==> src/rtl/mem_access_unit_if.sv <==
// mem_access_unit_if
// Bundles the request/response handshake and the SRAM port of the data-memory
// access unit.
//   slave  modport : the access unit itself (takes requests, drives the SRAM)
//   master modport : the environment (request producer plus SRAM)
// Signals:
//   req_valid/req_ready/req_addr/req_wdata/req_mode : request handshake
//   resp_valid/resp_rdata/resp_err                  : single-cycle response
//   mem_en/mem_we/mem_addr/mem_wdata/mem_rdata      : synchronous SRAM port
interface mem_access_unit_if #(
  parameter int DATA_WIDTH = 32,
  parameter int MEM_AW     = 16
);
  logic                  req_valid;
  logic                  req_ready;
  logic [31:0]           req_addr;
  logic [DATA_WIDTH-1:0] req_wdata;
  logic [2:0]            req_mode;
  logic                  resp_valid;
  logic [DATA_WIDTH-1:0] resp_rdata;
  logic                  resp_err;
  logic                  mem_en;
  logic                  mem_we;
  logic [MEM_AW-1:0]     mem_addr;
  logic [DATA_WIDTH-1:0] mem_wdata;
  logic [DATA_WIDTH-1:0] mem_rdata;

  modport slave (
    input  req_valid, req_addr, req_wdata, req_mode, mem_rdata,
    output req_ready, resp_valid, resp_rdata, resp_err,
    output mem_en, mem_we, mem_addr, mem_wdata
  );

  modport master (
    output req_valid, req_addr, req_wdata, req_mode, mem_rdata,
    input  req_ready, resp_valid, resp_rdata, resp_err,
    input  mem_en, mem_we, mem_addr, mem_wdata
  );
endinterface

==> src/rtl/mem_access_unit.sv <==
// mem_access_unit
// Data-memory access unit between the execute stage and a word-wide
// single-port synchronous SRAM. Handles one load/store at a time: byte/half/
// word loads with sign or zero extension, sub-word stores by read-modify-write,
// and misalignment detection. Every output is a register.
// Ports:
//   clk  : clock, rising edge
//   rst  : asynchronous active-high reset
//   bus  : mem_access_unit_if.slave (request, response and SRAM signals)
module mem_access_unit #(
  parameter int DATA_WIDTH = 32,
  parameter int MEM_AW     = 16
) (
  input  logic              clk,
  input  logic              rst,
  mem_access_unit_if.slave  bus
);

  localparam logic [2:0] M_LB  = 3'd0;
  localparam logic [2:0] M_LH  = 3'd1;
  localparam logic [2:0] M_LW  = 3'd2;
  localparam logic [2:0] M_LBU = 3'd3;
  localparam logic [2:0] M_LHU = 3'd4;
  localparam logic [2:0] M_SB  = 3'd5;
  localparam logic [2:0] M_SH  = 3'd6;
  localparam logic [2:0] M_SW  = 3'd7;

  typedef enum logic [2:0] {
    S_IDLE  = 3'd0,
    S_READ  = 3'd1,
    S_RWAIT = 3'd2,
    S_WRITE = 3'd3,
    S_RESP  = 3'd4
  } state_t;

  // Half accesses need addr[0]=0, word accesses need addr[1:0]=0.
  function automatic logic misaligned(input logic [2:0] mode, input logic [1:0] lo);
    logic r;
    case (mode)
      M_LH, M_LHU, M_SH: r = lo[0];
      M_LW, M_SW:        r = (lo != 2'd0);
      default:           r = 1'b0;
    endcase
    return r;
  endfunction

  // Select the addressed little-endian lane and extend it.
  function automatic logic [31:0] load_extract(input logic [31:0] word,
                                               input logic [2:0]  mode,
                                               input logic [1:0]  lo);
    logic [7:0]  b;
    logic [15:0] h;
    logic [31:0] r;
    b = word[{lo, 3'b000} +: 8];
    h = lo[1] ? word[31:16] : word[15:0];
    case (mode)
      M_LB:    r = {{24{b[7]}}, b};
      M_LBU:   r = {24'd0, b};
      M_LH:    r = {{16{h[15]}}, h};
      M_LHU:   r = {16'd0, h};
      M_LW:    r = word;
      default: r = 32'd0;
    endcase
    return r;
  endfunction

  // Replace only the addressed lane of the read word with the store data.
  function automatic logic [31:0] store_merge(input logic [31:0] word,
                                              input logic [15:0] wdata,
                                              input logic [2:0]  mode,
                                              input logic [1:0]  lo);
    logic [31:0] r;
    r = word;
    case (mode)
      M_SB: r[{lo, 3'b000} +: 8] = wdata[7:0];
      M_SH: begin
        if (lo[1]) r[31:16] = wdata;
        else       r[15:0]  = wdata;
      end
      default: r = word;
    endcase
    return r;
  endfunction

  state_t                state_q;
  logic [2:0]            mode_q;
  logic [1:0]            addr_lo_q;
  logic [15:0]           wdata_q;
  logic                  req_ready_q;
  logic                  resp_valid_q;
  logic [DATA_WIDTH-1:0] resp_rdata_q;
  logic                  resp_err_q;
  logic                  mem_en_q;
  logic                  mem_we_q;
  logic [MEM_AW-1:0]     mem_addr_q;
  logic [DATA_WIDTH-1:0] mem_wdata_q;

  // Access sequencer: strobes and response are set on the transition into the
  // state that presents them, so every output is registered.
  always_ff @(posedge clk or posedge rst) begin
    if (rst) begin
      state_q      <= S_IDLE;
      mode_q       <= 3'd0;
      addr_lo_q    <= 2'd0;
      wdata_q      <= 16'd0;
      req_ready_q  <= 1'b0;
      resp_valid_q <= 1'b0;
      resp_rdata_q <= '0;
      resp_err_q   <= 1'b0;
      mem_en_q     <= 1'b0;
      mem_we_q     <= 1'b0;
      mem_addr_q   <= '0;
      mem_wdata_q  <= '0;
    end else begin
      resp_valid_q <= 1'b0;
      mem_en_q     <= 1'b0;
      mem_we_q     <= 1'b0;
      case (state_q)
        S_IDLE: begin
          // req_ready is raised here after reset, so accepts start one cycle later.
          req_ready_q <= 1'b1;
          if (req_ready_q && bus.req_valid) begin
            req_ready_q <= 1'b0;
            mode_q      <= bus.req_mode;
            addr_lo_q   <= bus.req_addr[1:0];
            wdata_q     <= bus.req_wdata[15:0];
            // Upper address bits are dropped: accesses wrap modulo SRAM size.
            mem_addr_q  <= bus.req_addr[MEM_AW+1:2];
            if (misaligned(bus.req_mode, bus.req_addr[1:0])) begin
              state_q      <= S_RESP;
              resp_valid_q <= 1'b1;
              resp_err_q   <= 1'b1;
              resp_rdata_q <= '0;
            end else if (bus.req_mode == M_SW) begin
              state_q     <= S_WRITE;
              mem_en_q    <= 1'b1;
              mem_we_q    <= 1'b1;
              mem_wdata_q <= bus.req_wdata;
            end else begin
              state_q  <= S_READ;
              mem_en_q <= 1'b1;
            end
          end
        end
        S_READ: begin
          state_q <= S_RWAIT;
        end
        S_RWAIT: begin
          // SRAM read data is valid in this cycle.
          if (mode_q == M_SB || mode_q == M_SH) begin
            state_q     <= S_WRITE;
            mem_en_q    <= 1'b1;
            mem_we_q    <= 1'b1;
            mem_wdata_q <= store_merge(bus.mem_rdata, wdata_q, mode_q, addr_lo_q);
          end else begin
            state_q      <= S_RESP;
            resp_valid_q <= 1'b1;
            resp_err_q   <= 1'b0;
            resp_rdata_q <= load_extract(bus.mem_rdata, mode_q, addr_lo_q);
          end
        end
        S_WRITE: begin
          state_q      <= S_RESP;
          resp_valid_q <= 1'b1;
          resp_err_q   <= 1'b0;
          resp_rdata_q <= '0;
        end
        S_RESP: begin
          state_q     <= S_IDLE;
          req_ready_q <= 1'b1;
        end
        default: begin
          state_q     <= S_IDLE;
          req_ready_q <= 1'b0;
        end
      endcase
    end
  end

  assign bus.req_ready  = req_ready_q;
  assign bus.resp_valid = resp_valid_q;
  assign bus.resp_rdata = resp_rdata_q;
  assign bus.resp_err   = resp_err_q;
  assign bus.mem_en     = mem_en_q;
  assign bus.mem_we     = mem_we_q;
  assign bus.mem_addr   = mem_addr_q;
  assign bus.mem_wdata  = mem_wdata_q;

endmodule

==> src/flat_wrapper.sv <==
// flat-port wrapper written by rule: the top's interface ports become plain ports
module mem_access_unit_flat 
#(
  parameter int DATA_WIDTH = 32,
  parameter int MEM_AW     = 16
)
  (clk, rst, bus_req_valid, bus_req_addr, bus_req_wdata, bus_req_mode, bus_mem_rdata, bus_req_ready, bus_resp_valid, bus_resp_rdata, bus_resp_err, bus_mem_en, bus_mem_we, bus_mem_addr, bus_mem_wdata);
  mem_access_unit_if #(.DATA_WIDTH(DATA_WIDTH), .MEM_AW(MEM_AW)) bus_i ();
  input  logic clk;
  input  logic rst;
  input wire logic [$bits(bus_i.req_valid)-1:0] bus_req_valid;
  input wire logic [$bits(bus_i.req_addr)-1:0] bus_req_addr;
  input wire logic [$bits(bus_i.req_wdata)-1:0] bus_req_wdata;
  input wire logic [$bits(bus_i.req_mode)-1:0] bus_req_mode;
  input wire logic [$bits(bus_i.mem_rdata)-1:0] bus_mem_rdata;
  output wire logic [$bits(bus_i.req_ready)-1:0] bus_req_ready;
  output wire logic [$bits(bus_i.resp_valid)-1:0] bus_resp_valid;
  output wire logic [$bits(bus_i.resp_rdata)-1:0] bus_resp_rdata;
  output wire logic [$bits(bus_i.resp_err)-1:0] bus_resp_err;
  output wire logic [$bits(bus_i.mem_en)-1:0] bus_mem_en;
  output wire logic [$bits(bus_i.mem_we)-1:0] bus_mem_we;
  output wire logic [$bits(bus_i.mem_addr)-1:0] bus_mem_addr;
  output wire logic [$bits(bus_i.mem_wdata)-1:0] bus_mem_wdata;
  assign bus_i.req_valid = bus_req_valid;
  assign bus_i.req_addr = bus_req_addr;
  assign bus_i.req_wdata = bus_req_wdata;
  assign bus_i.req_mode = bus_req_mode;
  assign bus_i.mem_rdata = bus_mem_rdata;
  assign bus_req_ready = bus_i.req_ready;
  assign bus_resp_valid = bus_i.resp_valid;
  assign bus_resp_rdata = bus_i.resp_rdata;
  assign bus_resp_err = bus_i.resp_err;
  assign bus_mem_en = bus_i.mem_en;
  assign bus_mem_we = bus_i.mem_we;
  assign bus_mem_addr = bus_i.mem_addr;
  assign bus_mem_wdata = bus_i.mem_wdata;
  mem_access_unit #(.DATA_WIDTH(DATA_WIDTH), .MEM_AW(MEM_AW)) u_core (.clk(clk), .rst(rst), .bus(bus_i));
endmodule
==> config.mk <==
export PLATFORM = sky130hd
export DESIGN_NAME = mem_access_unit_flat
export DESIGN_NICKNAME = d
export VERILOG_FILES = /design/src/rtl/mem_access_unit_if.sv /design/src/rtl/mem_access_unit.sv /design/src/flat_wrapper.sv
export SDC_FILE = /design/constraint.sdc
export NUM_CORES = 1
export LEC_CHECK = 0
export CAP_MARGIN = 20
export CORE_ASPECT_RATIO = 1.5
export CORE_MARGIN = 2
export CORE_UTILIZATION = 42
export CTS_CLUSTER_SIZE = 12
export DETAILED_ROUTE_END_ITERATION = 10
export PLACE_DENSITY = 0.78
export SYNTH_ARGS = -nofsm -noshare
export SYNTH_HDL_FRONTEND = slang
export SYNTH_SLANG_ARGS = --single-unit
==> constraint.sdc <==
create_clock -name clk -period 3.4 [get_ports clk]
set_input_delay 0.34 -clock clk [delete_from_list [all_inputs] [get_ports clk]]
set_output_delay 0.34 -clock clk [all_outputs]
set_load 0.1 [all_outputs]
==> impl_metrics.py, run 1 <==
metrics = {
    "status": {
        "status": "completed",
    },
    "setup_path": {
        "slowest_stage": "a211oi_1",
        "cp_cell_sequence": "inv_1, ha_1, or3b_2, o22ai_1, a211oi_1, o2bb2ai_1",
        "cp_top_family": "compound AO/OA/AOI/OAI gates",
        "critPathBufInv": 1,
        "max_stage_delay_ns": 0.67,
        "path_class": "reg2reg",
        "end_kind": "register",
        "critPathArrivalTime_ns": 2.88,
        "start_kind": "register",
        "crit_required_ns": 3.61,
        "crit_fanout": 12,
    },
    "global_route": {
        "antenna_found_initial": 0,
        "grt_first_pass_wirelength_um": 33400,
        "grt_start_max_net_pins": 66,
        "overflow": 0,
        "grt_pass1_vias": 6152,
        "grtUsageTotal_pct": 25.9,
    },
    "synthesis": {
        "ys_top_cells_by_area": "dfrtp_1 (43%), mux2_2 (5.1%), nand2_1 (4.5%)",
        "yosysMostFrequentCell": "dfrtp_1",
        "synth_edf_count": 0,
        "synth-seq-area-share_pct": 42.7,
        "synth_top_area_share_pct": 42.7,
        "synth_top_cell_by_area": "dfrtp_1",
        "synth_fp_nets": 768,
        "postSynthCellCount": 661,
        "synth_ff_type": "dfrtp_1",
        "ys_types": 63,
        "syn_area_um2": 6380,
        "yosys_warnings": 0,
        "syn_avg_cell_area_um2": 9.66,
        "netlist_top_cells_count": "dfrtp_1 (109), nand2_1 (77), o21ai_0 (56), inv_1 (53), o22ai_1 (41)",
        "ys_ff_latch": 109,
        "synthArstFlopShare_pct": 100,
    },
    "timing": {
        "final_hold_viol_count": 0,
        "fin_setup_tns_ns": 0,
        "setup_violations": 0,
        "clock_skew_ns": 0.00931,
        "min_period_over_period_pct": 78.5,
        "tightest_slew_ns": 1.02,
        "worst_hold_slack_ns": 0.387,
        "timing.final.max_slew_violations": 0,
        "max_freq_mhz": 375,
        "timing.slew.headroom_pct": 32.1,
        "fin_ws_ns": 0.731,
        "period_minus_slack_ns": 2.67,
        "rsz0062_at_grt": "false",
    },
    "cells_and_area": {
        "syn_to_final_growth_pct": 33.7,
        "post-route-util_pct": 56.9,
        "drive_above_1_share_pct": 10.2,
        "nNetsFinal": 909,
        "diodes": 0,
        "fill_cells": 1351,
    },
    "clock_network": {
        "numCtsBuffers": 9,
        "cts_max_level": 3,
        "cts_hold_buf": 0,
        "worstSkewPairLatency_ns": 0.36,
        "tritoncts": "yes",
        "post_cts_resize_count": 0,
        "cts.sinks": 109,
        "clk_pin_slew_ns": 0.08,
        "post_cts_buffers": 0,
        "clockBufferDepth": 2,
        "clockRootBuffer": "clkbuf_16",
    },
    "flow_run": {
        "cap_violations": 0,
    },
    "route": {
        "viasPerCell": 6.09,
        "wl_per_cell_um": 20.8,
        "via_count": 6123,
        "dr.pass1.iters": 7,
        "drt_iter0_drc": 584,
        "drcViolationCount": 0,
        "finalWirelength_um": 20900,
        "antenna_left": 0,
    },
    "place": {
        "pre_cts_ws_ns": 0.944,
        "hpwl_um": 15100,
        "gp_congestion": 0.963,
        "io_buffers": 172,
    },
    "floorplan": {
        "fp.dieW_um": 105,
        "die_area_um2": 16200,
        "die_y_um": 155,
        "start_util_pct": 42.6,
        "rows": 55,
        "core_um2": 15000,
        "io_pins": 187,
    },
    "min_path": {
        "hold_path_class": "in2async",
    },
}
==> worst reg2reg max path, stage by stage (launching register included) <==
cell and delay, ns:
dfrtp_1 0.63, inv_1 0.24, ha_1 0.38, or3b_2 0.32, o22ai_1 0.11, a211oi_1 0.67
o2bb2ai_1 0.17
==> flip-flops by register name, indices dropped and copies added, names as in the netlist, 2 cells and up <==
name / count
u_core.bus.mem_addr: 16
u_core.mode_q: 3
u_core.addr_lo_q: 2
u_core.bus.resp_rdata: 32
u_core.state_q: 3
u_core.wdata_q: 16
u_core.bus.mem_wdata: 32
==> through the flow <==
step / area, µm² / std cells
final: 8530 / 1006
after global routing: 8530 / 1006
after CTS: 8530 / 1006
after detailed placement: 8210 / 990
after global placement: 8210 / 990
after floorplan: 6380 / 661
==> cells by family after synthesis <==
group	count (synthesis)	share of synthesized area, %
compound gates	241	26.8
mux	42	7.41
fa+ha+maj	5	0.980
flops	109	42.7
buf+inv	116	8.27
simple gates	145	13.4
xor+xnor	3	0.412
==> final timing paths <==
path                                          from                  endpoint  slack, ns  cells past startpoint
max                            u_core.addr_lo_q[0]  u_core.bus.mem_wdata[23]       0.73                      6
max reg2reg                    u_core.addr_lo_q[0]  u_core.bus.mem_wdata[23]       0.73                      6
min in group clk           u_core.bus.mem_wdata[8]   u_core.bus.mem_wdata[8]       0.49                      1
min                                            rst    u_core.bus.mem_addr[2]       0.39                      2
max in group asynchronous                      rst        u_core.wdata_q[12]       2.24                      3
min reg2reg                u_core.bus.mem_wdata[8]   u_core.bus.mem_wdata[8]       0.49                      1
==> final cells by class <==
type                    count  area (µm²)  area share (%)
clock buffers              12         246            2.89
clock inverters             4        77.6           0.909
inverters                  54         208            2.43
multi-input cells         436        3140            36.8
flip-flops and latches    109        2730            32.0
well taps                 199         249            2.92
repair buffers            192        1880            22.1
==> routing by layer <==
metal / vias up / part of all wire, % / track usage, %
met2: 342 / 49 / 42.9
met1: 2932 / 38 / 32.1
met5: - / 0 / 0
li1: 2773 / - / -
met4: 0 / 4.9 / 13.0
met3: 76 / 8.3 / 5.28
==> cells in the final DEF (no fill, tap or decap), types with 4 or more instances in the layout <==
master / n
a211oi_1: 16
o21ai_0: 56
o221ai_1: 24
clkbuf_16: 9
inv_1: 52
a21oi_1: 5
a22oi_1: 17
buf_4: 19
o32ai_1: 8
a222oi_1: 8
ha_1: 5
o22ai_1: 41
or4bb_1: 8
nand2_1: 77
o2bb2ai_1: 24
o21ai_1: 7
mux2i_1: 11
mux2_2: 29
nand2b_1: 4
a31oi_1: 8
a221oi_1: 15
nor2_1: 5
and3_1: 17
clkdlybuf4s50_1: 172
dfrtp_1: 109
Power of run 1 is left out: the tool's default activity adds up to more than one toggle a clock period on the data nets, which glitch-free logic cannot reach.
==> inputs of run 2 (changes only) <==
--- a/config.mk
+++ b/config.mk
@@ -11,7 +11,7 @@
 export CORE_UTILIZATION = 42
 export CTS_CLUSTER_SIZE = 12
 export DETAILED_ROUTE_END_ITERATION = 10
-export PLACE_DENSITY = 0.78
+export PLACE_DENSITY = 0.75
 export SYNTH_ARGS = -nofsm -noshare
 export SYNTH_HDL_FRONTEND = slang
 export SYNTH_SLANG_ARGS = --single-unit
==> constraint.sdc (replaced) <==
create_clock -name clk -period 2.6 [get_ports clk]
set_input_delay 0.26 -clock clk [delete_from_list [all_inputs] [get_ports clk]]
set_output_delay 0.26 -clock clk [all_outputs]
set_load 0.1 [all_outputs]
==> impl_metrics.py, run 2 (synthesized netlist as in run 1, its figures left out) <==
metrics = {
    "status": {
        "status": "completed",
    },
    "cells_and_area": {
        "syn_to_final_growth_pct": 31.9,
        "diodes": 0,
        "layout_common_cells": "buf_4 (118), dfrtp_1 (109), clkdlybuf4s50_1 (87), nand2_1 (77), o21ai_0 (56)",
        "fill_cells": 1397,
        "layout_commonest_cell": "buf_4",
        "drive_above_1_share_pct": 22.3,
        "nNetsFinal": 924,
    },
    "timing": {
        "worst_hold_slack_ns": 0.385,
        "timing.slew.headroom_pct": 38.0,
        "fin_setup_tns_ns": 0,
        "period_minus_slack_ns": 2.23,
        "max_freq_mhz": 448,
        "setup_violations": 0,
        "tightest_slew_ns": 0.912,
        "clock_skew_ns": 0.0103,
        "final_hold_viol_count": 0,
        "rsz0062_at_grt": "false",
        "timing.final.max_slew_violations": 0,
        "min_period_over_period_pct": 85.9,
    },
    "global_route": {
        "grtUsageTotal_pct": 26.4,
        "grt_first_pass_wirelength_um": 33900,
        "grt_pass1_vias": 6065,
        "antenna_found_initial": 0,
        "overflow": 0,
        "grt_start_max_net_pins": 110,
    },
    "route": {
        "viasPerCell": 6.00,
        "drt_iter0_drc": 568,
        "via_count": 6120,
        "antenna_left": 0,
        "wl_per_cell_um": 20.9,
        "drcViolationCount": 0,
        "dr.pass1.iters": 5,
        "finalWirelength_um": 21300,
    },
    "clock_network": {
        "clockRootBuffer": "clkbuf_16",
        "post_cts_resize_count": 0,
        "numCtsBuffers": 9,
        "post_cts_buffers": 0,
        "tritoncts": "yes",
        "clockBufferDepth": 2,
        "worstSkewPairLatency_ns": 0.36,
        "clk_pin_slew_ns": 0.08,
        "cts_max_level": 3,
        "cts_hold_buf": 0,
        "cts.sinks": 109,
    },
    "floorplan": {
        "fp.dieW_um": 105,
        "rows": 55,
        "io_pins": 187,
        "start_util_pct": 42.6,
        "die_y_um": 155,
        "die_area_um2": 16200,
        "core_um2": 15000,
    },
    "setup_path": {
        "start_kind": "register",
        "critPathArrivalTime_ns": 2.48,
        "path_class": "reg2reg",
        "crit_fanout": 16,
        "reg2reg_depth": 7,
        "end_kind": "register",
        "crit_required_ns": 2.84,
    },
    "place": {
        "gp_congestion": 0.994,
        "io_buffers": 172,
        "hpwl_um": 15500,
    },
    "flow_run": {
        "cap_violations": 0,
    },
    "min_path": {
        "hold_path_class": "in2async",
    },
}
[run 2: changes by cell type in the layout (fill, tap and decap cells not counted), moves of 2 or more]
cell / previous run / this run
buf_4: 19 / 118
clkdlybuf4s50_1: 172 / 87
clkinvlp_4: 0 / 4
clkbuf_1: 2 / 0
[run 2: area by class of cell]
cell class	instances	area, µm²	area share [%]
Tap cell	199	249	2.96
Inverter	54	209	2.48
Sequential cell	109	2730	32.4
Clock buffer	9	225	2.67
Clock inverter	6	72.6	0.862
Timing Repair Buffer	207	1800	21.3
Multi-Input combinational cell	436	3140	37.3
[run 2: final timing paths]
check	start	slack (ns)	to
setup reg to reg	u_core.addr_lo_q[0]	0.37	u_core.bus.mem_wdata[21]
hold reg to reg	u_core.bus.mem_wdata[31]	0.50	u_core.bus.mem_wdata[31]
hold / removal	rst	0.39	u_core.bus.mem_we
min in group clk	bus_req_wdata[10]	0.49	u_core.wdata_q[10]
setup / recovery	u_core.addr_lo_q[0]	0.37	u_core.bus.mem_wdata[21]
max in group asynchronous	rst	1.71	u_core.bus.mem_wdata[26]
[run 2: critical path: stages, from the launching register on]
cell,delay (ns)
dfrtp_1,0.38
inv_1,0.15
buf_4,0.15
ha_1,0.55
o22ai_1,0.19
a211oi_1,0.45
buf_4,0.18
o2bb2ai_1,0.07
[run 2: metal layers]
metal	vias up	share of wire [%]	GRT usage, %
met5	-	0	0
met4	0	4.2	12.6
met3	55	6.2	2.97
met2	303	50	44.0
met1	2958	40	34.4
li1	2804	-	-
[run 2: through the flow]
step / setup WS, ns / instance area [µm²] / cells / util, %
6_report: 0.367 / 8420 / 1020 / 56.1
2_1_floorplan: 0.207 / 6390 / 661 / -
4_1_cts: 0.410 / 8420 / 1020 / 56.1
3_5_place_dp: 0.293 / 8120 / 1005 / 54.1
5_1_grt: 0.234 / 8420 / 1020 / 56.1
3_3_place_gp: 0.380 / 8120 / 1005 / 54.1
Power of run 2 is left out for the same reason.
==> inputs of run 3 (changes only) <==
==> constraint.sdc (replaced) <==
create_clock -name clk -period 2.6 [get_ports clk]
set_input_delay 0.39 -clock clk [delete_from_list [all_inputs] [get_ports clk]]
set_output_delay 0.39 -clock clk [all_outputs]
set_load 0.1 [all_outputs]
==> impl_metrics.py, run 3 (synthesized netlist as in run 1, its figures left out) <==
metrics = {
    "clock_network": {
        "cts.sinks": 109,
        "clockRootBuffer": "clkbuf_16",
        "clockBufferDepth": 2,
        "cts_hold_buf": 0,
        "clk_pin_slew_ns": 0.08,
        "post_cts_buffers": 0,
        "cts_max_level": 3,
        "tritoncts": "yes",
        "numCtsBuffers": 9,
        "post_cts_resize_count": 0,
        "worstSkewPairLatency_ns": 0.36,
    },
    "timing": {
        "setup_violations": 0,
        "worst_hold_slack_ns": 0.496,
        "fin_ws_ns": 0.165,
        "period_minus_slack_ns": 2.43,
        "timing.final.max_slew_violations": 0,
        "min_period_over_period_pct": 93.7,
        "rsz0062_at_grt": "false",
        "final_hold_viol_count": 0,
        "clock_skew_ns": 0.00841,
        "fin_setup_tns_ns": 0,
        "max_freq_mhz": 411,
        "timing.slew.headroom_pct": 38.7,
        "tightest_slew_ns": 0.902,
    },
    "min_path": {
        "hold_path_class": "reg2reg",
        "holdPathEnd": "u_core.bus.mem_wdata[16]",
        "hold_start": "u_core.bus.mem_wdata[16]",
        "min_path_cells": 1,
    },
    "setup_path": {
        "max_stage_delay_ns": 0.65,
        "end_kind": "register",
        "cp_top_family": "compound AO/OA/AOI/OAI gates",
        "critPathArrivalTime_ns": 2.69,
        "slowest_stage": "ha_1",
        "critPathBufInv": 2,
        "r2r_end": "u_core.bus.mem_wdata[23]",
        "cp_cell_sequence": "buf_4, ha_1, o22ai_1, a211oi_1, buf_4, o2bb2ai_1",
        "crit_fanout": 34,
        "r2r-start": "u_core.addr_lo_q[1]",
        "crit_required_ns": 2.85,
        "start_kind": "register",
        "path_class": "reg2reg",
        "rrSetupSlack_ns": 0.17,
        "crit_path_frequent_cell": "buf_4",
        "reg2reg_depth": 6,
    },
    "global_route": {
        "grt_first_pass_wirelength_um": 33800,
        "grt_pass1_vias": 6126,
        "antenna_found_initial": 0,
        "overflow": 0,
        "grt_start_max_net_pins": 110,
        "grtUsageTotal_pct": 26.4,
    },
    "floorplan": {
        "start_util_pct": 42.6,
        "io_pins": 187,
        "die_y_um": 155,
        "die_area_um2": 16200,
        "core_um2": 15000,
        "rows": 55,
        "fp.dieW_um": 105,
    },
    "route": {
        "viasPerCell": 6.07,
        "via_count": 6160,
        "drcViolationCount": 0,
        "finalWirelength_um": 21300,
        "dr.pass1.iters": 5,
        "antenna_left": 0,
        "drt_iter0_drc": 557,
        "wl_per_cell_um": 21.0,
    },
    "place": {
        "io_buffers": 172,
        "hpwl_um": 15600,
        "gp_congestion": 1.01,
        "dpl_cell_area_um2": 8080,
        "pre_cts_ws_ns": 0.202,
    },
    "cells_and_area": {
        "layout_commonest_cell": "buf_4",
        "diodes": 0,
        "stdcell_area_um2": 8390,
        "syn_to_final_growth_pct": 31.4,
        "layout_common_cells": "buf_4 (112), dfrtp_1 (109), clkdlybuf4s50_1 (87), nand2_1 (77), o21ai_0 (56)",
        "nNetsFinal": 918,
        "drive_above_1_share_pct": 21.7,
    },
    "status": {
        "status": "completed",
    },
    "flow_run": {
        "cap_violations": 0,
    },
}
[run 3: per-layer routing]
metal / up-vias / routed length, µm / track usage, %
met5: - / 0 / 0
met2: 333 / 10400 / 43.8
li1: 2781 / - / -
met1: 2983 / 8240 / 33.0
met4: 0 / 1080 / 13.5
met3: 63 / 1580 / 4.69
[run 3: cell type report]
cell class	count	area, µm²
clock inverter	6	81.3
inverter	54	209
fill	1395	6620
tap	199	249
sequential	109	2730
timing repair buffer	201	1750
multi-input combinational	436	3140
clock buffer	10	229
[run 3: worst reg2reg max path: cells and delay by family, from the launching register on]
family / cells / cell delay, ns
buf+inv: 2 / 0.56
fa+ha+maj: 1 / 0.65
compound gates: 3 / 0.77
flops: 1 / 0.35
[run 3: through the flow]
| step | cells | util [%] |
|---|---|---|
| detailed placement | 999 | 53.8 |
| global placement | 999 | 53.8 |
| CTS | 1015 | 55.9 |
| floorplan | 661 | - |
| global route | 1015 | 55.9 |
| finish | 1015 | 55.9 |
[run 3: worst max path at each step]
stage,cells after the start,endpoint,slack (ns),startpoint
4_1_cts,6,u_core.bus.mem_wdata[23],0.20,u_core.addr_lo_q[1]
3_3_place_gp,5,u_core.bus.resp_rdata[17],0.26,bus_mem_rdata[15]
2_1_floorplan,8,u_core.bus.mem_wdata[26],0.21,u_core.addr_lo_q[1]
5_1_grt,6,u_core.bus.mem_wdata[23],0.11,u_core.addr_lo_q[1]
3_5_place_dp,5,u_core.bus.resp_rdata[27],0.20,bus_mem_rdata[15]
6_report,6,u_core.bus.mem_wdata[23],0.17,u_core.addr_lo_q[1]
Power of run 3 is left out for the same reason.
